===== config.mk =====
export PLATFORM = sky130hd
export DESIGN_NAME = branch_target_calculator_flat
export DESIGN_NICKNAME = d
export VERILOG_FILES = /design/src/rtl/branch_target_calculator_if.sv /design/src/rtl/branch_target_calculator.sv /design/src/flat_wrapper.sv
export SDC_FILE = /design/constraint.sdc
export NUM_CORES = 1
export LEC_CHECK = 0
export CAP_MARGIN = 5
export CORE_ASPECT_RATIO = 0.7
export CORE_MARGIN = 4
export CORE_UTILIZATION = 41
export DETAILED_ROUTE_END_ITERATION = 8
export GPL_ROUTABILITY_DRIVEN = 0
export PLACE_DENSITY = 0.75
export SYNTH_ARGS = -nofsm -noshare
export SYNTH_HDL_FRONTEND = slang
export SYNTH_SLANG_ARGS = --single-unit

===== constraint.sdc =====
create_clock -name clk -period 3.47 [get_ports clk]
set_input_delay 1.041 -clock clk [delete_from_list [all_inputs] [get_ports clk]]
set_output_delay 1.041 -clock clk [all_outputs]
set_load 0.005 [all_outputs]

===== src/rtl/branch_target_calculator_if.sv =====
// Operand/result bundle between instruction fetch and the branch target calculator.
// The fetch-side master drives the operands and the calculator (slave) returns the registered target.
interface branch_target_calculator_if #(
    parameter int IMM_W = 16,
    parameter int PC_W  = 8
);
    // Handshake: a result is produced for every cycle where valid_in is high at the
    // rising edge, one cycle later with valid_out high. There is no ready/backpressure.
    logic [IMM_W-1:0] immediate;
    logic [PC_W-1:0]  program_counter;
    logic             valid_in;
    logic [PC_W-1:0]  BT;
    logic             valid_out;
    logic             backward;
    logic             range_err;

    modport master (
        output immediate,
        output program_counter,
        output valid_in,
        input  BT,
        input  valid_out,
        input  backward,
        input  range_err
    );

    modport slave (
        input  immediate,
        input  program_counter,
        input  valid_in,
        output BT,
        output valid_out,
        output backward,
        output range_err
    );
endinterface


===== src/rtl/branch_target_calculator.sv =====
// Branch target = PC + sign-extended (optionally scaled) immediate, truncated to PC width.
// One-cycle registered result with valid strobe, backward-branch and out-of-range flags.
module branch_target_calculator #(
    parameter int IMM_W     = 16,
    parameter int PC_W      = 8,
    parameter int IMM_SHIFT = 0
) (
    input logic                       clk,
    input logic                       reset,
    branch_target_calculator_if.slave bus
);
    localparam int EXT_W = IMM_W + IMM_SHIFT + 2;
    // Sum width also has room for PC_W plus a sign bit, so the add can never overflow.
    localparam int SUM_W = (EXT_W > PC_W + 1) ? EXT_W : PC_W + 2;

    logic [SUM_W-1:0] imm_sx;
    logic [SUM_W-1:0] imm_ext;
    logic [SUM_W-1:0] pc_ext;
    logic [SUM_W-1:0] full_sum;

    logic [PC_W-1:0]  bt_q;
    logic [PC_W-1:0]  bt_d;
    logic             valid_q;
    logic             valid_d;
    logic             backward_q;
    logic             backward_d;
    logic             range_err_q;
    logic             range_err_d;

    always_comb begin
        imm_sx   = {{(SUM_W - IMM_W){bus.immediate[IMM_W-1]}}, bus.immediate};
        imm_ext  = imm_sx << IMM_SHIFT;
        pc_ext   = {{(SUM_W - PC_W){1'b0}}, bus.program_counter};
        full_sum = pc_ext + imm_ext;
    end

    always_comb begin
        bt_d        = bt_q;
        backward_d  = backward_q;
        range_err_d = range_err_q;
        valid_d     = bus.valid_in;
        if (bus.valid_in) begin
            bt_d        = full_sum[PC_W-1:0];
            backward_d  = bus.immediate[IMM_W-1];
            // Any set bit above the PC field (including the sign) means the target is outside [0, 2^PC_W-1].
            range_err_d = |full_sum[SUM_W-1:PC_W];
        end
    end

    always_ff @(posedge clk) begin
        if (reset) begin
            bt_q        <= '0;
            valid_q     <= 1'b0;
            backward_q  <= 1'b0;
            range_err_q <= 1'b0;
        end else begin
            bt_q        <= bt_d;
            valid_q     <= valid_d;
            backward_q  <= backward_d;
            range_err_q <= range_err_d;
        end
    end

    assign bus.BT        = bt_q;
    assign bus.valid_out = valid_q;
    assign bus.backward  = backward_q;
    assign bus.range_err = range_err_q;
endmodule


===== src/flat_wrapper.sv =====
// flat-port wrapper written by rule: the top's interface ports become plain ports
module branch_target_calculator_flat 
#(
    parameter int IMM_W     = 16,
    parameter int PC_W      = 8,
    parameter int IMM_SHIFT = 0
)
  (clk, reset, bus_immediate, bus_program_counter, bus_valid_in, bus_BT, bus_valid_out, bus_backward, bus_range_err);
  branch_target_calculator_if #(.IMM_W(IMM_W), .PC_W(PC_W)) bus_i ();
  input logic clk;
  input logic reset;
  input wire logic [$bits(bus_i.immediate)-1:0] bus_immediate;
  input wire logic [$bits(bus_i.program_counter)-1:0] bus_program_counter;
  input wire logic [$bits(bus_i.valid_in)-1:0] bus_valid_in;
  output wire logic [$bits(bus_i.BT)-1:0] bus_BT;
  output wire logic [$bits(bus_i.valid_out)-1:0] bus_valid_out;
  output wire logic [$bits(bus_i.backward)-1:0] bus_backward;
  output wire logic [$bits(bus_i.range_err)-1:0] bus_range_err;
  assign bus_i.immediate = bus_immediate;
  assign bus_i.program_counter = bus_program_counter;
  assign bus_i.valid_in = bus_valid_in;
  assign bus_BT = bus_i.BT;
  assign bus_valid_out = bus_i.valid_out;
  assign bus_backward = bus_i.backward;
  assign bus_range_err = bus_i.range_err;
  branch_target_calculator #(.IMM_W(IMM_W), .PC_W(PC_W), .IMM_SHIFT(IMM_SHIFT)) u_core (.clk(clk), .reset(reset), .bus(bus_i));
endmodule

==> results of run 1 <==
cells by family after synthesis:
family,after synthesis,synth area share [%]
XOR/XNOR,7,7.00
AND/OR/NAND/NOR,30,17.3
flip-flops,11,25.1
adder cells (fa/ha/maj),9,13.7
buffers and inverters,3,1.28
multiplexers,9,10.4
AO/OA/AOI/OAI,31,25.1
path summary, 6_finish.rpt:
kind / endpoint / slack [ps] / depth (start not counted)
worst min register to register: u_core.bus.BT[2] / 490 / 2
worst max-delay path: u_core.bus.range_err / 400 / 9
worst min-delay path: u_core.bus.BT[2] / 490 / 2
worst max register to register: u_core.bus.range_err / 2680 / 4
area by class of cell:
class | instances | area, µm²
repair buffers | 37 | 370
inverters | 1 | 3.75
clock buffers | 4 | 26.3
flip-flops and latches | 11 | 220
fillers | 170 | 643
well taps | 22 | 27.5
multi-input cells | 86 | 644
synth_stat cells (all sizes together):
cell / count / area share, %
nand3: 4 / 2.3
a31oi: 2 / 1.4
o211ai: 6 / 5.7
xnor2: 5 / 5.0
ha: 8 / 11
or3: 2 / 1.4
nor3: 2 / 1.7
nand2: 6 / 2.6
o31ai: 1 / 0.86
a21o: 2 / 1.7
fa: 1 / 2.3
dfxtp: 11 / 25
xor2: 2 / 2.0
nor2b: 1 / 0.71
clkbuf: 1 / 0.43
o21ai: 4 / 2.3
mux2i: 8 / 9.1
o22ai: 2 / 1.4
o41a: 1 / 1.3
nand2b: 1 / 0.71
and3: 1 / 0.71
inv: 1 / 0.43
nand4: 1 / 0.71
a21oi: 7 / 4.4
nor2: 11 / 4.7
a41oi: 2 / 2.0
buf: 1 / 0.43
nor4b: 1 / 1.7
mux2: 1 / 1.3
a211oi: 4 / 4.0
per-stage QoR:
stage          std cells  util, %  instance area (µm²)  hold WS [ps]  power, mW
2_1_floorplan        100        -                  876           478      0.233
3_3_place_gp         157     65.4                 1270           473      0.306
3_5_place_dp         157     65.4                 1270           484      0.311
4_1_cts              161     66.8                 1290           494      0.401
5_1_grt              161     66.8                 1290           530      0.425
6_report             161     66.8                 1290           490      0.399
worst reg2reg max path, stage by stage, from the launching register on:
cell and delay [ps]:
dfxtp_1 320, nor2_1 120, nor2_1 60, o211ai_1 90, o31ai_1 90
report_power, final:
group	switching, mW	total [mW]	internal, mW
clock	0.0476	0.0920	0.0444
sequential	0.00573	0.144	0.139
combinational	0.0722	0.163	0.0908
layer usage:
metal | GRT usage [%] | vias to the layer above | wire (µm)
met3 | 1.95 | 2 | 106
li1 | - | 460 | -
met4 | 3.86 | 0 | 23
met5 | 0 | - | 0
met1 | 22.2 | 421 | 1150
met2 | 31.0 | 28 | 1040
registers in the layout, summed over array words and instances (netlist names):
name and cells:
u_core.bus.backward 1, u_core.bus.valid_out 1, u_core.bus.range_err 1, u_core.bus.BT 8
==> results.py, run 1 <==
metrics = {
    "run_status": {
        "run_status": "finished clean",
    },
    "timing": {
        "drv_slew": 0,
        "fin_skew_ps": 0,
        "relSlewSlack_pct": 57.3,
        "period_minus_slack_ps": 3070,
        "layout_setup_ws_ps": 401,
        "fmax_mhz": 326,
        "rsz0062_at_grt": "false",
        "worst_pin_slew_ps": 638,
        "timing.final.crit_share_pct": 88.4,
        "setup_tns_ps": 0,
        "setup_viol": 0,
        "final_hold_viol_count": 0,
    },
    "synthesis": {
        "synth_area_um2": 876,
        "ys_types": 35,
        "synth-seq-cells": 11,
        "syn_nets": 136,
        "avgSynthCellArea_um2": 8.76,
        "ys_seq_area_share_pct": 25.1,
        "syn_inst": 100,
        "synth_warnings": 0,
    },
    "run": {
        "drv_cap": 0,
    },
    "detailed_routing": {
        "via_count": 911,
        "final_antenna_net_count": 0,
        "drtIter0Drc": 24,
        "drc_errors": 0,
        "wl_mm": 2.32,
        "wl_per_cell_um": 14.4,
        "vias_per_cell": 5.66,
        "drtPass1Iterations": 4,
    },
    "setup_path": {
        "cpMaxStageDelayCell": "fa_1",
        "max_stage_delay_ps": 410,
        "crit_family": "compound AO/OA/AOI/OAI gates",
        "cp.arrival_ps": 3220,
        "startpoint": "bus_program_counter[0]",
        "worstSetupPathType": "input port to flip-flop",
        "crit_chain": "clkdlybuf4s50_1 > ha_1 > fa_1 > a21oi_1 > o211ai_2 > a41oi_1 > a31oi_1 > nor4b_2 > o31ai_1",
        "critPathMaxFanout": 4,
        "required_ps": 3620,
        "path_buf_inv": 1,
        "reg2reg_from": "u_core.bus.range_err",
        "worstSetupStartpointType": "input port",
        "critPathCaptureType": "flip-flop",
    },
    "finish": {
        "layout.cells.most_common_list": "clkdlybuf4s50_1, nor2_1, dfxtp_1",
        "diodes": 0,
        "layout_commonest_cell": "clkdlybuf4s50_1",
        "syn2layout_area_growth_pct": 47.6,
        "drive_gt1_share_pct": 6.47,
        "fin_nets": 176,
    },
    "clocking": {
        "cts_root_buf": "clkbuf_4",
        "cts_buffer_depth": 2,
        "post_cts_resize_count": 0,
        "numCtsBuffers": 3,
        "insertion_delay_ps": 270,
        "htree_levels": 1,
        "cts_hold_buf": 0,
        "cts_setup_buffers": 0,
        "cts_tree": "built",
        "clock-sinks": 11,
        "clk_pin_slew_ps": 90,
    },
    "global_route": {
        "grt_pass1_vias": 937,
        "grt_pass1_wl_mm": 3.99,
        "grt-ovfl-total": 0,
        "antenna_found_initial": 0,
        "grt_usage_pct": 17.1,
        "grt_max_degree": 14,
    },
    "floorplan": {
        "core-area_mm2": 0.00194,
        "row_count": 13,
        "dieArea_mm2": 0.00295,
        "io_pins": 38,
        "die_w_um": 63.2,
        "start_util_pct": 45.2,
        "die_h_um": 46.7,
    },
    "place": {
        "port_buffers": 37,
        "dp_hpwl_mm": 1.93,
        "dpl_worst_slack_ps": 103,
    },
    "power_and_ir_drop": {
        "power_density_mw_per_mm2": 309,
        "max-vdd-ir-drop_v": 0.000171,
        "leakage_nw": 0.506,
    },
    "worst_hold_path": {
        "min_path_type": "flip-flop to flip-flop",
        "min_from": "u_core.bus.BT[2]",
    },
}
No activity file was read; power rests on OpenSTA's default activity.
==> run 2, diff against run 1 <==
--- a/config.mk
+++ b/config.mk
@@ -12,6 +12,7 @@
 export DETAILED_ROUTE_END_ITERATION = 8
 export GPL_ROUTABILITY_DRIVEN = 0
 export PLACE_DENSITY = 0.75
+export SKIP_CTS_REPAIR_TIMING = 1
 export SYNTH_ARGS = -nofsm -noshare
 export SYNTH_HDL_FRONTEND = slang
 export SYNTH_SLANG_ARGS = --single-unit
==> results of run 2 <==
The final DEF is identical to that of run 1; final timing and power are the same.
==> run 3, diff against run 2 <==
==> constraint.sdc (replaced) <==
create_clock -name clk -period 3.3 [get_ports clk]
set_input_delay 0.99 -clock clk [delete_from_list [all_inputs] [get_ports clk]]
set_output_delay 0.99 -clock clk [all_outputs]
set_load 0.005 [all_outputs]
==> run 3 against run 2 <==
Effect of this change: sequential share of layout area is 0.098 points lower; global-route usage is 1.6 points lower; first-iteration DRC count is 21% higher; clock skew stayed put; via count is 0.33% higher; clock-buffer cell count stayed put; register-to-register slack worse by 190 ps; cell area is 0.58% higher; utilization is 0.39 points higher; critical endpoint unchanged.
==> results.py, run 3 (synthesis gave the netlist of run 1 again) <==
metrics = {
    "timing": {
        "fin_skew_ps": 0,
        "period_minus_slack_ps": 2980,
        "worst_pin_slew_ps": 614,
        "rsz0062_at_grt": "false",
        "drv_slew": 0,
        "setup_viol": 0,
        "timing.final.crit_share_pct": 90.4,
        "relSlewSlack_pct": 58.9,
        "fmax_mhz": 335,
        "setup_tns_ps": 0,
        "final_hold_viol_count": 0,
    },
    "floorplan": {
        "die_w_um": 63.2,
        "core-area_mm2": 0.00194,
        "row_count": 13,
        "start_util_pct": 45.2,
        "dieArea_mm2": 0.00295,
        "io_pins": 38,
        "die_h_um": 46.7,
    },
    "clocking": {
        "cts_root_buf": "clkbuf_4",
        "cts_buffer_depth": 2,
        "clock-sinks": 11,
        "insertion_delay_ps": 270,
        "htree_levels": 1,
        "numCtsBuffers": 3,
        "cts_tree": "built",
        "clk_pin_slew_ps": 90,
    },
    "setup_path": {
        "critPathMaxFanout": 4,
        "worstSetupStartpointType": "input port",
        "worst-r2r-cell-count": 4,
        "cp.depth": 9,
        "crit_family": "compound AO/OA/AOI/OAI gates",
        "cpMaxStageDelayCell": "clkdlybuf4s50_1",
        "required_ps": 3430,
        "max_stage_delay_ps": 420,
        "cp.arrival_ps": 3120,
        "path_buf_inv": 1,
        "critPathCaptureType": "flip-flop",
        "worstSetupPathType": "input port to flip-flop",
        "crit_chain": "clkdlybuf4s50_1 > ha_1 > fa_1 > a21oi_1 > o211ai_2 > a41oi_1 > a31oi_1 > nor4b_2 > o31ai_1",
    },
    "finish": {
        "syn2layout_area_growth_pct": 48.4,
        "layout.cells.most_common_list": "clkdlybuf4s50_1, nor2_1, dfxtp_1",
        "diodes": 0,
        "drive_gt1_share_pct": 7.14,
        "largest_reg_flops": 8,
        "layout_commonest_cell": "clkdlybuf4s50_1",
        "fin_nets": 177,
    },
    "global_route": {
        "antenna_found_initial": 0,
        "grt_usage_pct": 15.4,
        "grt_pass1_vias": 833,
        "grt_pass1_wl_mm": 3.55,
        "grt-ovfl-total": 0,
        "grt_max_degree": 14,
    },
    "worst_hold_path": {
        "min_path_cells": 2,
        "min_path_type": "flip-flop to flip-flop",
    },
    "detailed_routing": {
        "wl_per_cell_um": 13.8,
        "drtIter0Drc": 29,
        "drc_errors": 0,
        "drtPass1Iterations": 4,
        "wl_mm": 2.24,
        "vias_per_cell": 5.64,
        "via_count": 914,
        "final_antenna_net_count": 0,
    },
    "power_and_ir_drop": {
        "leakage_nw": 0.510,
        "power_uw": 419,
        "max-vdd-ir-drop_v": 0.000184,
        "power_density_mw_per_mm2": 322,
    },
    "run_status": {
        "run_status": "finished clean",
    },
    "place": {
        "dp_hpwl_mm": 1.84,
        "port_buffers": 37,
    },
    "run": {
        "drv_cap": 0,
    },
}
## run 3: cell count changes in the layout (fill, tap and decap cells not counted)
cell,before,now
buf_4,0,1
## run 3: final timing paths
kind | from | end | slack (ps)
hold reg to reg | u_core.bus.BT[2] | u_core.bus.BT[2] | 490
setup / recovery | bus_immediate[0] | u_core.bus.range_err | 320
setup reg to reg | u_core.bus.range_err | u_core.bus.range_err | 2490
hold / removal | u_core.bus.BT[2] | u_core.bus.BT[2] | 490
## run 3: per-layer routing
| metal | up-vias | part of all wire [%] | track usage, % |
|---|---|---|---|
| li1 | 462 | - | - |
| met1 | 416 | 49 | 19.6 |
| met2 | 34 | 44 | 27.5 |
| met3 | 2 | 6.4 | 2.93 |
| met4 | 0 | 0.94 | 3.86 |
| met5 | - | 0 | 0 |
## run 3: power by group
| part | switching [mW] | total (mW) | internal [mW] |
|---|---|---|---|
| Combinational | 0.0759 | 0.173 | 0.0967 |
| Clock | 0.0478 | 0.0946 | 0.0467 |
| Sequential | 0.00610 | 0.152 | 0.146 |
## run 3: area by class of cell
type                            count  area, µm²
Multi-Input combinational cell     86        644
Fill cell                         175        636
Timing Repair Buffer               38        378
Sequential cell                    11        220
Tap cell                           22       27.5
Clock buffer                        4       26.3
Inverter                            1       3.75
## run 3: worst register-to-register path, cell delays in order (launching register included)
cell and delay, ps:
dfxtp_1 320, nor2_1 130, nor2_1 60, o211ai_1 90, o31ai_1 90
## run 3: through the flow
| stage | utilization (%) | hold WS (ps) | cell area, µm² | worst slack (ps) | cells |
|---|---|---|---|---|---|
| after floorplan | - | 478 | 876 | 563 | 100 |
| after global placement | 65.8 | 473 | 1270 | 106 | 158 |
| after detailed placement | 65.8 | 482 | 1270 | 42.0 | 158 |
| after CTS | 67.2 | 494 | 1300 | 310 | 162 |
| after global routing | 67.2 | 550 | 1300 | 187 | 162 |
| final | 67.2 | 494 | 1300 | 315 | 162 |
